===== src/rtl/uart_packet_parser.sv =====
// Receive-side framing stage: splits the UART byte stream into echo bytes
// and 32-bit little-endian ALU operands, draining malformed packets.
//
// state  | meaning
// -------+-----------------------------------------------------------
// OPCODE | waiting for the first header byte; latches the opcode
// RSVD   | reserved header byte, discarded
// LEN_LO | low byte of the packet length
// LEN_HI | high byte of the length; classifies the packet
// ECHO   | payload passes straight through to the echo port
// GATHER | payload bytes assembled into an operand word
// OUT    | operand presented to the ALU, input stalled
// DRAIN  | payload of a malformed packet discarded
module uart_packet_parser #(
  parameter int DATA_WIDTH_P = 8,
  parameter int WORD_WIDTH_P = 32
) (
  input  logic                    clk,
  input  logic                    rst,
  input  logic [DATA_WIDTH_P-1:0] s_axis_tdata,
  input  logic                    s_axis_tvalid,
  output logic                    s_axis_tready,
  output logic [DATA_WIDTH_P-1:0] echo_tdata,
  output logic                    echo_tvalid,
  input  logic                    echo_tready,
  output logic [DATA_WIDTH_P-1:0] op_o,
  output logic [WORD_WIDTH_P-1:0] operand_tdata,
  output logic                    operand_tvalid,
  output logic                    operand_tlast,
  input  logic                    operand_tready,
  output logic                    frame_error_o
);

  localparam int LEN_W = 2 * DATA_WIDTH_P;
  localparam int BPW   = WORD_WIDTH_P / DATA_WIDTH_P;
  localparam int CNT_W = (BPW > 1) ? $clog2(BPW) : 1;

  localparam logic [DATA_WIDTH_P-1:0] OP_ECHO = DATA_WIDTH_P'(8'hEC);
  localparam logic [DATA_WIDTH_P-1:0] OP_ADD  = DATA_WIDTH_P'(8'hA0);
  localparam logic [DATA_WIDTH_P-1:0] OP_MUL  = DATA_WIDTH_P'(8'hA1);
  localparam logic [DATA_WIDTH_P-1:0] OP_DIV  = DATA_WIDTH_P'(8'hA2);
  localparam logic [LEN_W-1:0]        HDR_LEN = LEN_W'(4);
  localparam logic [LEN_W-1:0]        MIN_ARITH = LEN_W'(8);
  localparam logic [CNT_W-1:0]        CNT_LAST = CNT_W'(BPW - 1);

  typedef enum logic [2:0] {
    OPCODE,
    RSVD,
    LEN_LO,
    LEN_HI,
    ECHO,
    GATHER,
    OUT,
    DRAIN
  } state_t;

  state_t                  state_q, state_d;
  logic [DATA_WIDTH_P-1:0] op_q, op_d;
  logic [DATA_WIDTH_P-1:0] len_lo_q, len_lo_d;
  logic [LEN_W-1:0]        rem_q, rem_d;
  logic [WORD_WIDTH_P-1:0] operand_q, operand_d;
  logic [CNT_W-1:0]        cnt_q, cnt_d;
  logic                    frame_err_q, frame_err_d;

  logic                    tready_c;
  logic                    echo_tvalid_c;
  logic [DATA_WIDTH_P-1:0] echo_tdata_c;
  logic                    opnd_valid_c;
  logic [LEN_W-1:0]        len_full;
  logic [LEN_W-1:0]        rem_calc;
  logic                    is_arith;

  assign len_full = {s_axis_tdata, len_lo_q};
  assign rem_calc = len_full - HDR_LEN;
  assign is_arith = (op_q == OP_ADD) || (op_q == OP_MUL) || (op_q == OP_DIV);

  always_comb begin
    state_d       = state_q;
    op_d          = op_q;
    len_lo_d      = len_lo_q;
    rem_d         = rem_q;
    operand_d     = operand_q;
    cnt_d         = cnt_q;
    frame_err_d   = 1'b0;
    tready_c      = 1'b0;
    echo_tvalid_c = 1'b0;
    echo_tdata_c  = '0;
    opnd_valid_c  = 1'b0;

    case (state_q)
      OPCODE: begin
        tready_c = 1'b1;
        if (s_axis_tvalid) begin
          op_d    = s_axis_tdata;
          state_d = RSVD;
        end
      end
      RSVD: begin
        tready_c = 1'b1;
        if (s_axis_tvalid) state_d = LEN_LO;
      end
      LEN_LO: begin
        tready_c = 1'b1;
        if (s_axis_tvalid) begin
          len_lo_d = s_axis_tdata;
          state_d  = LEN_HI;
        end
      end
      LEN_HI: begin
        tready_c = 1'b1;
        if (s_axis_tvalid) begin
          rem_d = rem_calc;
          cnt_d = '0;
          // Short length is checked first so rem_calc never wraps when used.
          if (len_full < HDR_LEN) begin
            frame_err_d = 1'b1;
            state_d     = OPCODE;
          end else if (op_q == OP_ECHO) begin
            state_d = (rem_calc == '0) ? OPCODE : ECHO;
          end else if (is_arith && (rem_calc[1:0] == 2'b00) && (rem_calc >= MIN_ARITH)) begin
            state_d = GATHER;
          end else begin
            frame_err_d = 1'b1;
            state_d     = (rem_calc != '0) ? DRAIN : OPCODE;
          end
        end
      end
      ECHO: begin
        tready_c      = echo_tready;
        echo_tvalid_c = s_axis_tvalid;
        echo_tdata_c  = s_axis_tdata;
        if (s_axis_tvalid && echo_tready) begin
          rem_d = rem_q - LEN_W'(1);
          if (rem_q == LEN_W'(1)) state_d = OPCODE;
        end
      end
      GATHER: begin
        tready_c = 1'b1;
        if (s_axis_tvalid) begin
          operand_d = {s_axis_tdata, operand_q[WORD_WIDTH_P-1:DATA_WIDTH_P]};
          rem_d     = rem_q - LEN_W'(1);
          cnt_d     = cnt_q + CNT_W'(1);
          if (cnt_q == CNT_LAST) state_d = OUT;
        end
      end
      OUT: begin
        opnd_valid_c = 1'b1;
        if (operand_tready) begin
          cnt_d   = '0;
          state_d = (rem_q != '0) ? GATHER : OPCODE;
        end
      end
      DRAIN: begin
        tready_c = 1'b1;
        if (s_axis_tvalid) begin
          rem_d = rem_q - LEN_W'(1);
          if (rem_q == LEN_W'(1)) state_d = OPCODE;
        end
      end
      default: state_d = OPCODE;
    endcase
  end

  always_ff @(posedge clk) begin
    if (rst) begin
      state_q     <= OPCODE;
      op_q        <= '0;
      len_lo_q    <= '0;
      rem_q       <= '0;
      operand_q   <= '0;
      cnt_q       <= '0;
      frame_err_q <= 1'b0;
    end else begin
      state_q     <= state_d;
      op_q        <= op_d;
      len_lo_q    <= len_lo_d;
      rem_q       <= rem_d;
      operand_q   <= operand_d;
      cnt_q       <= cnt_d;
      frame_err_q <= frame_err_d;
    end
  end

  // Combinational outputs are gated so everything reads 0 while rst is held.
  assign s_axis_tready  = tready_c & ~rst;
  assign echo_tvalid    = echo_tvalid_c & ~rst;
  assign echo_tdata     = rst ? '0 : echo_tdata_c;
  assign operand_tvalid = opnd_valid_c & ~rst;
  assign operand_tlast  = opnd_valid_c & ~rst & (rem_q == '0);
  assign operand_tdata  = operand_q;
  assign op_o           = op_q;
  assign frame_error_o  = frame_err_q;

endmodule


===== config.mk =====
export PLATFORM = sky130hd
export DESIGN_NAME = uart_packet_parser
export DESIGN_NICKNAME = d
export VERILOG_FILES = /design/src/rtl/uart_packet_parser.sv
export SDC_FILE = /design/constraint.sdc
export NUM_CORES = 1
export LEC_CHECK = 0
export CORE_MARGIN = 3
export CORE_UTILIZATION = 40
export DETAILED_ROUTE_END_ITERATION = 12
export PLACE_DENSITY_LB_ADDON = 0.05
export SYNTH_ARGS = -nofsm -noshare
export SYNTH_HDL_FRONTEND = slang
export SYNTH_SLANG_ARGS = --single-unit

===== constraint.sdc =====
create_clock -name clk -period 3.6 [get_ports clk]
set_input_delay 1.08 -clock clk [delete_from_list [all_inputs] [get_ports clk]]
set_output_delay 1.08 -clock clk [all_outputs]
set_load 0.01 [all_outputs]

==> results of run 1 <==
==> kinds of logic after synthesis <==
family | count (synthesis) | synth area share (%)
compound gates | 132 | 21.33
mux | 7 | 1.884
buf+inv | 49 | 5.651
xor+xnor | 11 | 2.590
fa+ha+maj | 6 | 2.018
flops | 70 | 37.67
simple gates | 220 | 28.86
==> metal layers <==
| metal | GRT usage, % | up-vias |
|---|---|---|
| met2 | 30.29 | 112 |
| li1 | - | 1870 |
| met3 | 4.232 | 16 |
| met4 | 7.568 | 0 |
| met1 | 29.74 | 1698 |
| met5 | 0 | - |
==> worst min-delay path: cells and delay by family (launching register included) <==
family	cells	cell delay, ns
AO/OA/AOI/OAI	1	0.05
AND/OR/NAND/NOR	1	0.05
flip-flops	1	0.31
==> sequential cells by signal, indices dropped and copies added, names as in the netlist <==
register,count
operand_tdata,32
rem_q,16
len_lo_q,8
op_o,8
state_q,3
cnt_q,2
frame_error_o,1
==> cell usage after synthesis (all sizes together) (3+ instances only) <==
master,n,area share [%]
or2,3,0.50
a211oi,4,0.81
a21oi,67,9.0
nor4,12,3.0
nand3,10,1.3
a22oi,4,0.81
dfxtp,70,38
nand4b,4,0.94
xor2,6,1.4
buf,8,1.5
o22ai,5,0.84
nand4,4,0.67
and2,10,1.7
nor3,12,1.6
mux2i,7,1.9
xnor2,5,1.2
nand2,108,11
o21ai,25,3.4
ha,6,2.0
clkbuf,27,2.7
inv,14,1.4
nor2b,4,0.67
nor3b,4,0.94
o211ai,5,1.0
nor2,37,3.7
o32ai,3,0.91
==> power by group through the flow <==
stage	registers, mW	clock network [mW]	logic, mW
after CTS	0.872	0.672	0.614
after floorplan	0.873	0	0.412
after global placement	0.890	0	0.604
after global routing	0.881	0.701	0.687
final	0.873	0.653	0.619
after detailed placement	0.890	0	0.610
==> cell type report <==
| class | count | area [um^2] |
|---|---|---|
| repair buffers | 93 | 855.8 |
| fillers | 863 | 4140 |
| clock buffers | 10 | 127.6 |
| clock inverters | 6 | 70.07 |
| inverters | 14 | 52.55 |
| multi-input cells | 376 | 2108 |
| flip-flops and latches | 70 | 1401 |
| well taps | 108 | 135.1 |
==> final timing paths <==
kind,startpoint,endpoint,cells past startpoint,slack (ns)
max,echo_tready,s_axis_tready,4,0.17
max reg2reg,len_lo_q[2],frame_error_o,8,0.94
min,operand_tdata[6],operand_tdata[6],2,0.45
min reg2reg,operand_tdata[6],operand_tdata[6],2,0.45
==> metrics by stage <==
step	setup slack [ns]	hold WS (ns)	utilization (%)	instance area [um^2]
final	0.1662	0.4547	53.43	4751
after global routing	0.02606	0.4841	53.43	4751
after CTS	0.1626	0.4595	53.43	4751
after detailed placement	0.1728	0.4477	51.21	4553
after global placement	0.1847	0.4387	51.21	4553
after floorplan	0.5561	0.4319	-	3720
==> tab_implementation.tex, run 1 <==
\begin{tabular}{lr}
\hline
Metric & Value \\
\hline
\multicolumn{2}{l}{\textbf{Critical path}} \\
\quad Critical Path Fanout Max & 3 \\
\quad Cell chain of the critical path & clkdlybuf4s50\_1, a21oi\_1, a21oi\_1, clkdlybuf4s50\_1 \\
\quad Setup CP Type & input port to output pin \\
\quad Critical path's top delay family & buffers and inverters \\
\quad Crit. End Element & output pin \\
\quad Delay contributed by the slowest stage of the critical path & 0.54 ns \\
\quad Startpoint Class & input port \\
\quad Critical Path Slowest Stage Cell & sky130\_fd\_sc\_hd\_\_clkdlybuf4s50\_1 \\
\quad Crit path buf inv count & 2 \\
\quad Required time of the worst setup path & 2.52 ns \\
\quad Arr. time, crit path & roughly 2.4 ns \\
\multicolumn{2}{l}{\textbf{Pwr}} \\
\quad Net switching power & 753.0 uW \\
\quad P\_int & approximately 1.4 mW \\
\quad PwrDens & 451.5 mW/mm\^{}2 \\
\quad Share of total power consumed by net switching & 35.11\% \\
\quad Cell leakage power & 1.651 nW \\
\quad Proportion of power drawn by the clock network & about 30\% \\
\quad Worst VDD drop & around 0.23 mV \\
\quad Power share of the sequential group & 40.7\% \\
\quad Total chip power & between 2 and 2.5 mW \\
\quad Relative contribution of combinational cells to total power & 28.8\% \\
\multicolumn{2}{l}{\textbf{Placement}} \\
\quad Estimated wirelength of the detail-placed design & 7412 um \\
\quad RD Place Congestion & 0.7965 \\
\quad Port-buffer cells & 65 \\
\quad Post-Place Cells & approximately 660 \\
\multicolumn{2}{l}{\textbf{Detailed routing}} \\
\quad Routed wl met3 & 645 um \\
\quad Detail-routed via count per cell & 5.459 \\
\quad Uppermost routed layer & met4 \\
\quad Detailed Route Iter0 Violations & 216 \\
\quad Routed via count & 3,696 \\
\quad Final antenna-violating net count & 0 \\
\quad DRC & 0 \\
\quad Initial DRT Pass Iterations & 5 \\
\quad Mean routed wirelength per cell & $\sim$16 um \\
\quad Routed metal-1 wirelength & 5077 um \\
\quad Detail Route met2 WL & 4671 um \\
\quad Final wirelength & 10,590 um \\
\multicolumn{2}{l}{\textbf{Clocking}} \\
\quad Deepest level of the CTS H-tree & 3 \\
\quad Post-CTS setup buffer count & 0 \\
\quad Number of CTS-inserted buffers & 9 \\
\quad Total number of clock tree sinks & 70 \\
\quad Clock transition time at the flip-flop clock pins of the worst setup and hold paths & 0.08 ns \\
\quad Clock Latency Late Sink & 0.35 ns \\
\quad Number of hold buffers added after cts & 0 \\
\quad Max Buffers Root-to-Sink & 2 \\
\quad Clock tree from TritonCTS & built \\
\quad Total of cells resized after clock tree synthesis & 0 \\
\quad CTS Root Cell & sky130\_fd\_sc\_hd\_\_clkbuf\_8 \\
\multicolumn{2}{l}{\textbf{Floorplanning}} \\
\quad Die Y-Extent & about 100 um \\
\quad Standard-cell rows & 34 \\
\quad Starting Density & 41.84\% \\
\quad Die area & between 0.01 and 0.015 mm\^{}2 \\
\quad Core region area & 0.008891 mm\^{}2 \\
\quad Overall die width & 102.4 um \\
\quad Io pins & 66 \\
\multicolumn{2}{l}{\textbf{Global route}} \\
\quad Combined global-route utilization of all metal layers & 20.63\% \\
\quad Maximum number of pins on one net before global-route repair & between 60 and 70 \\
\quad Wire length of the first global-routing pass & between 15,000 and 20,000 um \\
\quad Number of antenna violations at the first check in global routing & 0 \\
\quad Total gr overflow & 0 \\
\quad Number of global-route vias before repair & approximately 3,400 \\
\multicolumn{2}{l}{\textbf{STA}} \\
\quad Total Neg Setup Slack & 0 ns \\
\quad Max-slew violation count & 0 \\
\quad Maximum achievable frequency & 291.2 MHz \\
\quad \# setup viols final & 0 \\
\quad Least-Margin Pin Slew & 0.7145 ns \\
\quad Tightest slew margin relative to the limit & 52.25\% \\
\quad Minimum clock period & between 3 and 4 ns \\
\quad Final worst-path cycle share & 95.38\% \\
\quad RSZ-0062 raised after global routing & false \\
\quad Layout Skew & 0.009769 ns \\
\quad Final hold viol count & 0 \\
\multicolumn{2}{l}{\textbf{Synthesis}} \\
\quad Netlist area before placement & 0.003720 mm\^{}2 \\
\quad Synthesis-stage register bit count & 70 \\
\quad Ys flop type & sky130\_fd\_sc\_hd\_\_dfxtp\_1 \\
\quad Synth warn & 0 \\
\quad Proportion of register bits with asynchronous set or reset after synthesis & 0\% \\
\quad Number of standard cells after synthesis & 495 \\
\quad Synthesized area per cell & around 7.5 um\^{}2 \\
\quad Part of the Yosys area used for sequential elements & 37.67\% \\
\quad Number of distinct library cells after synthesis & just under 60 \\
\quad Nets in the synthesized netlist & roughly 500 \\
\quad Number of flops mapped to enable cells by yosys & 0 \\
\multicolumn{2}{l}{\textbf{Final layout}} \\
\quad Area overhead of the layout relative to synthesis & 27.72\% \\
\quad Post-Layout Cell Count & slightly below 700 \\
\quad Final Net Count & 583 \\
\quad Most common library cell in the layout ignoring fill and taps & sky130\_fd\_sc\_hd\_\_nand2\_1 \\
\quad Share of layout cells above drive strength 1 & between 10\% and 20\% \\
\quad Diodes inserted & 0 \\
\quad Most frequent cells in the layout & sky130\_fd\_sc\_hd\_\_nand2\_1, sky130\_fd\_sc\_hd\_\_dfxtp\_1, sky130\_fd\_sc\_hd\_\_a21oi\_1, sky130\_fd\_sc\_hd\_\_clkdlybuf4s50\_1, sky130\_fd\_sc\_hd\_\_nor2\_1 \\
\multicolumn{2}{l}{\textbf{Flow run}} \\
\quad Number of maximum-capacitance constraint violations & 0 \\
\multicolumn{2}{l}{\textbf{Hold path}} \\
\quad Class of the most critical hold timing path & register to register \\
\multicolumn{2}{l}{\textbf{Outcome}} \\
\quad Run status & finished clean \\
\hline
\end{tabular}
Power figures use the tool's default switching activity.
==> run 2: changes to the inputs <==
- SKIP_LAST_GASP: unset -> 1
==> results of run 2 <==
Same layout as run 1: the final DEF is identical, and so are final timing and power.
==> run 3: changes to the inputs <==
- ABC_AREA: unset -> 1
==> run 3 against run 2 <==
Area after synthesis shrank 0.10%; maximum frequency decreased by 2.5%; first-iteration DRC count shrank 10%.
==> tab_implementation.tex, run 3 <==
\begin{tabular}{lr}
\hline
Metric & Value \\
\hline
\multicolumn{2}{l}{\textbf{Critical path}} \\
\quad Crit path top cell by count & sky130\_fd\_sc\_hd\_\_clkdlybuf4s50\_1 \\
\quad Reg-to-reg startpoint & len\_lo\_q[2] \\
\quad Arr. time, crit path & 2.44 ns \\
\quad Startpoint Class & input port \\
\quad Critical Path Fanout Max & 16 \\
\quad Crit. End Element & output pin \\
\quad Critical Path Slowest Stage Cell & sky130\_fd\_sc\_hd\_\_clkdlybuf4s50\_1 \\
\quad CP startpoint & rst \\
\quad Setup CP Type & input port to output pin \\
\quad Crit path buf inv count & 3 \\
\quad Cell chain of the critical path & clkdlybuf4s50\_1, buf\_12, nor3\_1, clkdlybuf4s50\_1 \\
\quad Required time of the worst setup path & about 2.5 ns \\
\quad Delay contributed by the slowest stage of the critical path & 0.56 ns \\
\quad Critical path's top delay family & buffers and inverters \\
\multicolumn{2}{l}{\textbf{Clocking}} \\
\quad Max Buffers Root-to-Sink & 2 \\
\quad Deepest level of the CTS H-tree & 3 \\
\quad Total number of clock tree sinks & 70 \\
\quad Clock tree from TritonCTS & built \\
\quad Number of CTS-inserted buffers & 9 \\
\quad Post-CTS setup buffer count & 0 \\
\quad Clock Latency Late Sink & 0.36 ns \\
\quad Number of hold buffers added after cts & 0 \\
\quad Clock transition time at the flip-flop clock pins of the worst setup and hold paths & 0.08 ns \\
\quad CTS Root Cell & sky130\_fd\_sc\_hd\_\_clkbuf\_8 \\
\multicolumn{2}{l}{\textbf{Global route}} \\
\quad Combined global-route utilization of all metal layers & a little over a fifth \\
\quad Number of global-route vias before repair & 3,645 \\
\quad Maximum number of pins on one net before global-route repair & 33 \\
\quad Wire length of the first global-routing pass & 17,820 um \\
\quad GR met1 Demand/Resource & 29.69\% \\
\quad Peak-usage layer in the global routing report & met2 \\
\quad Met2 demand-to-capacity share in global routing & 33.53\% \\
\quad Total gr overflow & 0 \\
\quad Number of antenna violations at the first check in global routing & 0 \\
\quad GR Util met3 & about 5.1\% \\
\multicolumn{2}{l}{\textbf{STA}} \\
\quad Minimum clock period & 3.523 ns \\
\quad Final hold viol count & 0 \\
\quad Final worst-path cycle share & a little over nine tenths \\
\quad \# setup viols final & 0 \\
\quad Max-slew violation count & 0 \\
\quad Tightest slew margin relative to the limit & 50.04\% \\
\quad Worst hold margin & 0.4746 ns \\
\quad Maximum achievable frequency & 283.9 MHz \\
\quad Layout Skew & 0.01903 ns \\
\quad Total Neg Setup Slack & 0 ns \\
\quad RSZ-0062 raised after global routing & false \\
\quad Least-Margin Pin Slew & 0.7486 ns \\
\quad Worst Slack Setup Final & 0.07711 ns \\
\multicolumn{2}{l}{\textbf{Floorplanning}} \\
\quad Standard-cell rows & 34 \\
\quad Die Y-Extent & 102.4 um \\
\quad Starting Density & 41.80\% \\
\quad Overall die width & between 100 and 150 um \\
\quad Io pins & 66 \\
\quad Core region area & 0.008891 mm\^{}2 \\
\quad Die area & 0.01048 mm\^{}2 \\
\multicolumn{2}{l}{\textbf{Synthesis}} \\
\quad Number of distinct library cells after synthesis & 38 \\
\quad Proportion of register bits with asynchronous set or reset after synthesis & 0\% \\
\quad Most frequent cells after synthesis & sky130\_fd\_sc\_hd\_\_nor2\_1, sky130\_fd\_sc\_hd\_\_nand2\_1, sky130\_fd\_sc\_hd\_\_dfxtp\_1, sky130\_fd\_sc\_hd\_\_o21ai\_0, sky130\_fd\_sc\_hd\_\_inv\_1 \\
\quad Synth warn & 0 \\
\quad Number of flops mapped to enable cells by yosys & 0 \\
\quad Synthesis-stage register bit count & 70 \\
\quad Most instantiated library cell after synthesis & sky130\_fd\_sc\_hd\_\_nor2\_1 \\
\quad Proportion of netlist area held by the largest area contributor & between 30\% and 40\% \\
\quad Ys flop type & sky130\_fd\_sc\_hd\_\_dfxtp\_1 \\
\quad Part of the Yosys area used for sequential elements & between 30 and 40\% \\
\quad Dominant cell type by area after synthesis & sky130\_fd\_sc\_hd\_\_dfxtp\_1 \\
\quad Nets in the synthesized netlist & $\sim$590 \\
\quad Synthesized area per cell & 6.519 um\^{}2 \\
\quad Number of standard cells after synthesis & 570 \\
\quad Netlist area before placement & 0.003716 mm\^{}2 \\
\quad Main area contributors after synthesis & sky130\_fd\_sc\_hd\_\_dfxtp\_1, sky130\_fd\_sc\_hd\_\_nor2\_1, sky130\_fd\_sc\_hd\_\_nand2\_1 \\
\multicolumn{2}{l}{\textbf{Final layout}} \\
\quad Final Net Count & roughly 670 \\
\quad Diodes inserted & 0 \\
\quad Max reg flops & 32 \\
\quad Most frequent cells in the layout & sky130\_fd\_sc\_hd\_\_nor2\_1, sky130\_fd\_sc\_hd\_\_nand2\_1, sky130\_fd\_sc\_hd\_\_o21ai\_0, sky130\_fd\_sc\_hd\_\_dfxtp\_1, sky130\_fd\_sc\_hd\_\_clkdlybuf4s50\_1 \\
\quad Final core utilization & 54.46\% \\
\quad Post-Layout Cell Count & 765 \\
\quad Area overhead of the layout relative to synthesis & 30.30\% \\
\quad Most common library cell in the layout ignoring fill and taps & sky130\_fd\_sc\_hd\_\_nor2\_1 \\
\quad Share of layout cells above drive strength 1 & between 10\% and 20\% \\
\multicolumn{2}{l}{\textbf{Placement}} \\
\quad Port-buffer cells & 65 \\
\quad Post-place setup slack & -0.008567 ns \\
\quad RD Place Congestion & 0.9513 \\
\quad Estimated wirelength of the detail-placed design & 8070 um \\
\quad Post-Place Cells & between 700 and 800 \\
\multicolumn{2}{l}{\textbf{Outcome}} \\
\quad Run status & finished clean \\
\multicolumn{2}{l}{\textbf{Detailed routing}} \\
\quad Detail-routed via count per cell & 5.170 \\
\quad Mean routed wirelength per cell & around 14 um \\
\quad Detailed Route Iter0 Violations & 194 \\
\quad Initial DRT Pass Iterations & 5 \\
\quad Final wirelength & roughly 11,000 um \\
\quad Routed via count & just under 4,000 \\
\quad Final antenna-violating net count & 0 \\
\quad DRC & 0 \\
\multicolumn{2}{l}{\textbf{Pwr}} \\
\quad Worst VDD drop & 0.2421 mV \\
\quad PwrDens & roughly 400 mW/mm\^{}2 \\
\quad Power share of the sequential group & between 40 and 50\% \\
\quad Share of total power consumed by net switching & between 30\% and 40\% \\
\quad P\_int & 1.291 mW \\
\quad Relative contribution of combinational cells to total power & 21.5\% \\
\quad Net switching power & 638.0 uW \\
\quad Cell leakage power & $\sim$2.2 nW \\
\quad Proportion of power drawn by the clock network & between 30\% and 40\% \\
\multicolumn{2}{l}{\textbf{Hold path}} \\
\quad Class of the most critical hold timing path & register to register \\
\quad Hold path start & rem\_q[15] \\
\multicolumn{2}{l}{\textbf{Flow run}} \\
\quad Number of maximum-capacitance constraint violations & 0 \\
\hline
\end{tabular}
[run 3: changes by cell type after synthesis, sizes merged, moves of 5 or more]
| cell | delta |
|---|---|
| a21oi | -18 |
| and2 | -10 |
| clkbuf | -12 |
| inv | +48 |
| mux2i | -7 |
| nand3 | +11 |
| nor2 | +78 |
| nor4 | -11 |
| o21ai | +47 |
| xor2 | -5 |
[run 3: final cells by class]
| cell class | count | area [um^2] |
|---|---|---|
| Clock buffer | 9 | 123.9 |
| Clock inverter | 7 | 77.57 |
| Fill cell | 876 | 4049 |
| Inverter | 64 | 240.2 |
| Multi-Input combinational cell | 414 | 1982 |
| Sequential cell | 70 | 1401 |
| Tap cell | 108 | 135.1 |
| Timing Repair Buffer | 93 | 882.1 |
[run 3: cell families after synthesis]
logic type | Yosys count | share of synthesized area [%]
AO/OA/AOI/OAI | 139 | 20.10
AND/OR/NAND/NOR | 266 | 30.44
buffers and inverters | 86 | 9.023
adder cells (fa/ha/maj) | 6 | 2.020
flip-flops | 70 | 37.71
XOR/XNOR | 3 | 0.7072
[run 3: metrics by stage]
stage | instance area, um^2 | power [mW]
6_report | 4842 | 1.929
5_1_grt | 4842 | 2.037
4_1_cts | 4830 | 1.943
3_5_place_dp | 4629 | 1.267
3_3_place_gp | 4629 | 1.263
2_1_floorplan | 3716 | 1.119
[run 3: worst reg2reg max path: stages, from the launching register on]
cell                      delay [ns]
sky130_fd_sc_hd__dfxtp_1        0.49
sky130_fd_sc_hd__inv_2          0.11
sky130_fd_sc_hd__ha_1           0.27
sky130_fd_sc_hd__xnor2_1        0.27
sky130_fd_sc_hd__nand2_1        0.08
sky130_fd_sc_hd__nor2_1         0.11
sky130_fd_sc_hd__nand2_1        0.07
sky130_fd_sc_hd__nor2_1         0.21
sky130_fd_sc_hd__nand4_1        0.13
sky130_fd_sc_hd__nand2_1        0.07
sky130_fd_sc_hd__inv_1          0.03
sky130_fd_sc_hd__nand2_1        0.06
sky130_fd_sc_hd__nand2_1        0.05
sky130_fd_sc_hd__nand2_1        0.05
sky130_fd_sc_hd__a21oi_1        0.05
[run 3: per-layer routing]
layer	part of all wire [%]	wire length (um)	vias up
li1	-	-	2029
met4	2.1	226	0
met2	45	4976	102
met3	5.2	573	20
met1	47	5210	1804
met5	0	0	-
[run 3: repair_timing]
action | in CTS | in global routing
endpoints found under the setup margin | 1 | 5
pin swaps | 0 | 0
gates cloned | 0 | 0
gates resized for setup | 1 | 5
hold endpoints to repair | 0 | 0
[run 3: final timing paths]
path,end,slack [ns],depth (start not counted)
max reg2reg,state_q[2],1.41,14
max,echo_tdata[0],0.08,4
min,rem_q[15],0.47,2
min reg2reg,rem_q[15],0.47,2
[run 3: power groups by stage]
stage | Combinational [mW] | Sequential, mW | Clock, mW
after CTS | 0.411 | 0.842 | 0.689
after global routing | 0.465 | 0.850 | 0.723
after global placement | 0.403 | 0.860 | 0
after detailed placement | 0.407 | 0.859 | 0
after floorplan | 0.260 | 0.859 | 0
final | 0.414 | 0.843 | 0.672
